===== src/rtl/uart_pkg.sv =====
// uart_pkg: shared UART state encoding, oversampling ratio and divider helper
package uart_pkg;
   localparam logic [2:0] IDLE  = 3'd0;
   localparam logic [2:0] START = 3'd1;
   localparam logic [2:0] DATA  = 3'd2;
   localparam logic [2:0] STOP  = 3'd3;
   localparam logic [2:0] BREAK = 3'd4;
   localparam int OVERSAMPLE = 16;
   function automatic int calc_div(input int sys_freq, input int baud_rate);
      return sys_freq / (baud_rate * OVERSAMPLE);
   endfunction
endpackage


===== src/rtl/uart_rx_tick_gen.sv =====
// uart_rx_tick_gen: one-clk tick at 16x the baud rate from the system clock
module uart_rx_tick_gen
   import uart_pkg::*;
#(
   parameter int sys_freq  = 100_000_000,
   parameter int BAUD_rate = 9600
) (
   input  logic clk,
   input  logic reset_p,
   output logic tick
);
   localparam int DIV = calc_div(sys_freq, BAUD_rate);
   localparam int CW  = DIV > 1 ? $clog2(DIV) : 1;
   logic [CW-1:0] cnt;
   assign tick = cnt == CW'(DIV - 1);
   always_ff @(posedge clk)
      cnt <= (reset_p || tick) ? '0 : cnt + CW'(1);
endmodule


===== src/rtl/uart_rx.sv =====
// uart_rx: 8N1 UART receiver, 16x oversampled on the system clock
module uart_rx
   import uart_pkg::*;
#(
   parameter int sys_freq  = 100_000_000,
   parameter int BAUD_rate = 9600
) (
   input  logic       clk,
   input  logic       reset_p,
   input  logic       rx,
   output logic [7:0] data_o,
   output logic       valid,
   output logic       frame_err,
   output logic       busy
);
   logic       tick;
   logic       rx_m;
   logic       rx_s;
   logic [2:0] state;
   logic [2:0] state_next;
   logic [3:0] samp;
   logic [2:0] bcnt;
   logic [7:0] shreg;
   logic       good;
   logic       bad;
   uart_rx_tick_gen #(.sys_freq(sys_freq), .BAUD_rate(BAUD_rate)) u_tick (
      .clk(clk),
      .reset_p(reset_p),
      .tick(tick)
   );
   // synchronizer presets high so reset never looks like a start bit
   always_ff @(posedge clk)
      {rx_m, rx_s} <= reset_p ? 2'b11 : {rx, rx_m};
   always_ff @(posedge clk)
      state <= reset_p ? IDLE : state_next;
   always_comb begin
      state_next = state;
      if (tick)
         case (state)
            IDLE:    state_next = rx_s ? IDLE : START;
            START:   state_next = samp != 4'd7 ? START : rx_s ? IDLE : DATA;
            DATA:    state_next = (samp == 4'd15 && bcnt == 3'd7) ? STOP : DATA;
            STOP:    state_next = samp != 4'd15 ? STOP : rx_s ? IDLE : BREAK;
            BREAK:   state_next = rx_s ? IDLE : BREAK;
            default: state_next = IDLE;
         endcase
   end
   always_comb begin
      good = tick && state == STOP && samp == 4'd15 && rx_s;
      bad  = tick && state == STOP && samp == 4'd15 && !rx_s;
   end
   // sample counter wraps 15->0 by itself in DATA and STOP
   always_ff @(posedge clk) begin
      if (reset_p) begin
         samp      <= '0;
         bcnt      <= '0;
         shreg     <= '0;
         data_o    <= '0;
         valid     <= 1'b0;
         frame_err <= 1'b0;
         busy      <= 1'b0;
      end else begin
         valid     <= good;
         frame_err <= bad;
         busy      <= state_next != IDLE;
         if (good)
            data_o <= shreg;
         if (tick) begin
            samp <= (state == IDLE || state == BREAK || (state == START && samp == 4'd7)) ? 4'd0 : samp + 4'd1;
            if (state == START)
               bcnt <= '0;
            if (state == DATA && samp == 4'd15) begin
               shreg[bcnt] <= rx_s;
               bcnt        <= bcnt + 3'd1;
            end
         end
      end
   end
endmodule


===== config.mk =====
export PLATFORM = sky130hd
export DESIGN_NAME = uart_rx
export DESIGN_NICKNAME = d
export VERILOG_FILES = /design/src/rtl/uart_pkg.sv /design/src/rtl/uart_rx_tick_gen.sv /design/src/rtl/uart_rx.sv
export SDC_FILE = /design/constraint.sdc
export NUM_CORES = 1
export LEC_CHECK = 0
export ABC_AREA = 1
export BUFFER_PORTS_ARGS = -buffer_cell sky130_fd_sc_hd__buf_2
export CAP_MARGIN = 20
export CORE_MARGIN = 2
export CORE_UTILIZATION = 42
export CTS_CLUSTER_SIZE = 12
export DETAILED_ROUTE_END_ITERATION = 6
export PLACE_DENSITY_LB_ADDON = 0.25
export SYNTH_ARGS = -nofsm -noshare
export SYNTH_HDL_FRONTEND = slang
export SYNTH_SLANG_ARGS = --single-unit

===== constraint.sdc =====
create_clock -name clk -period 1.6 [get_ports clk]
set_input_delay 0.24 -clock clk [delete_from_list [all_inputs] [get_ports clk]]
set_output_delay 0.24 -clock clk [all_outputs]
set_load 0.02 [all_outputs]

==> results.toml <==
[status]
outcome = "completed"

[synthesis]
netlist_instances = 258
ys.flop_type = "dfxtp_1"
ys_types = 24
synth_edf_count = 0
syn-num-nets = 266
async_reset_ff_share_pct = 0
yosys-top-cells-area = "dfxtp_1 (43%), nand2_1 (11%), nor2_1 (8.9%), nand3_1 (5.8%), o21ai_0 (4.5%)"
ys.warnings.count = 0
synth.most_common_cell = "nand2_1"
synth.yosys.seq_area_share_pct = 43.3
netlist.area_leader.share_pct = 43.3
syn_area_um2 = 1900
avgSynthCellArea_um2 = 7.35
ys_ff_latch = 41
synth_top_area_cell = "dfxtp_1"
synthTopCellsByCount = "nand2_1 (55), nor2_1 (45), dfxtp_1 (41), inv_1 (22), nand3_1 (22)"

[pwr]
p_leak_uw = 0.000999
power_frac_clock_pct = 43.6
combPwrFrac_pct = 3.1
p_sw_share_pct = 21.7
p_seq_share_pct = 53.3
internal-power_uw = 1520
p_sw_uw = 421
power_density_nw_per_um2 = 876
ir_worst_vdd_uv = 415

[cells_and_area]
antenna_cells = 0
syn2layout_area_growth_pct = 16.8
fillerInstances = 440
drive_gt1_share_pct = 20.3
final_nets = 293

[routing]
drt_iter0_markers = 82
drt_first_pass_iters = 5
ant_nets = 0
num_vias = 1639
post_drt_wl_per_cell_um = 10.6
viasPerCell = 4.85
routed_wl_um = 3600
drc = 0

[grt]
grt_pass1_vias = 1455
grt_max_degree = 20
grt_pass1_wl_um = 6240
antenna_found_initial = 0
overflow = 0
grt_usage_pct = 15.4

[timing]
timing.fmax_ghz = 0.682
slew_headroom_pct = 73.3
drv_slew = 0
worstMarginPinSlew_ns = 0.396
hold_slack_ns = 0.118
tns_ns = 0
rsz0062_at_grt = "no"
finalHoldViolations = 0
skew_ns = 0.00241
fin_crit_ns = 1.47
setup_viol = 0
post-route-period-util_pct = 91.7

[critical_path]
startpoint = "u_tick.cnt[0]"
cp.arrival_ns = 1.71
critPathMaxFanout = 5
worst_setup_path_start_kind = "flop"
path_class = "reg -> reg"
reg2reg_depth = 11
cp-endpoint = "busy"
rr_startpoint = "u_tick.cnt[0]"
timing.rr.end = "busy"
critical-path-slowest-cell = "dfxtp_1"
r2r_slack_ns = 0.13
max_stage_delay_ns = 0.31
endpoint_kind = "flop"
cp_common_cell = "nand2_1"
cp.required_ns = 1.85
path_cells = "inv_1 > ha_1 > nand2_1 > nor2_2 > nand3_4 > buf_4 > nor2_1 > nand2_1 > nand2_1 > nor2_1 > nand2_1"

[cts]
clockBufferDepth = 2
cts-hold-fix-buffers = 0
htree_levels = 2
clk_pin_slew_ns = 0.08
cts_root_buffer = "clkbuf_8"
clkLatencyLatePin_ns = 0.30
cts_tree = "built"
cts.sinks = 41
cts_buffers = 5

[run]
maxCapViolations = 0

[placement]
io_buffers = 13
hpwl_um = 2610
gp_congestion = 0.848

[floorplan]
num_rows = 24
die_y_um = 71.2
die_area_um2 = 5070
die_x_um = 71.2
start_util_pct = 43.5
io_pins = 14
core_um2 = 4350

[min_path]
hold_path_class = "in -> reg"
==> worst max-delay path: cells and delay by family, from the launching register on <==
kind	cells	cell delay, ns
buffers and inverters	2	0.24
adder cells (fa/ha/maj)	1	0.16
flip-flops	1	0.31
AND/OR/NAND/NOR	8	0.69
==> routing by layer <==
metal / part of all wire (%) / GRT usage (%) / up-vias
met2: 45 / 23.4 / 32
li1: - / - / 873
met4: 1.8 / 6.92 / 0
met5: 0 / 0 / -
met3: 4.8 / 4.84 / 7
met1: 48 / 20.1 / 727
==> kinds of logic (layout without fill, tap and decap cells) <==
group / after synthesis / count (layout) / share of synthesized area, %
DFF: 41 / 41 / 43.3
adders and majority gates: 5 / 5 / 3.30
buffers and inverters: 31 / 59 / 7.00
xor gates and xnor gates: 4 / 4 / 1.85
AOI/OAI and AO/OA: 33 / 33 / 8.91
and+or+nand+nor: 144 / 144 / 35.6
==> sequential cells by signal (all words and copies together) (netlist names) <==
name	count
busy	1
samp	4
bcnt	3
rx_s	1
shreg	8
u_tick.cnt	10
rx_m	1
valid	1
state	3
frame_err	1
data_o	8
==> stage by stage <==
stage | cells | util [%] | setup WS, ns | instance area [um2] | total power (uW)
after floorplan | 258 | - | 0.215 | 1900 | 1090
after global placement | 327 | 47.3 | 0.0944 | 2060 | 1120
after detailed placement | 327 | 47.3 | 0.0390 | 2060 | 1120
after CTS | 335 | 49.9 | 0.0303 | 2170 | 1960
after global routing | 338 | 50.9 | 0.00344 | 2210 | 2010
final | 338 | 50.9 | 0.133 | 2210 | 1940
==> final cells by class <==
cell class              instances  area, um2  area share [%]
clock inverters                 3       46.3            2.09
multi-input cells             186        960            43.3
flip-flops and latches         41        822            37.1
clock buffers                   5       68.8            3.11
repair buffers                 25        155            7.01
inverters                      26       97.6            4.41
well taps                      52       65.1            2.94
==> repair_timing <==
item | 4_1_cts | 5_1_grt
setup buffers | 0 | 3
gates resized for setup | 0 | 6
setup endpoints to repair | 0 | 19
==> power by group through the flow <==
| stage | clock network (uW) | registers, uW | logic [uW] |
|---|---|---|---|
| finish | 847 | 1030 | 59.8 |
| global route | 905 | 1030 | 67.1 |
| CTS | 866 | 1030 | 60.5 |
| detailed placement | 0 | 1060 | 60.4 |
| global placement | 0 | 1060 | 60.2 |
| floorplan | 0 | 1060 | 32.7 |
==> worst min path at each step <==
stage               cells after the start  slack, ns        to  startpoint
detailed placement                      1       0.40      rx_s        rx_m
finish                                  2       0.12      rx_m          rx
floorplan                               1       0.30  shreg[1]     reset_p
global route                            2       0.12      rx_m          rx
CTS                                     2       0.11      rx_m          rx
global placement                        1       0.39      rx_s        rx_m
==> layout by cell type (no fill, tap or decap), drive strengths merged <==
master / count
ha: 5
xor2: 4
inv: 26
nand2: 55
nand3: 25
clkbuf: 5
a21oi: 16
o21ai: 17
clkinvlp: 1
buf: 25
nand4: 1
nor2: 50
clkinv: 1
bufinv: 1
nor3b: 2
or2: 5
nor3: 6
dfxtp: 41
No activity file was read; power rests on OpenSTA's default activity.
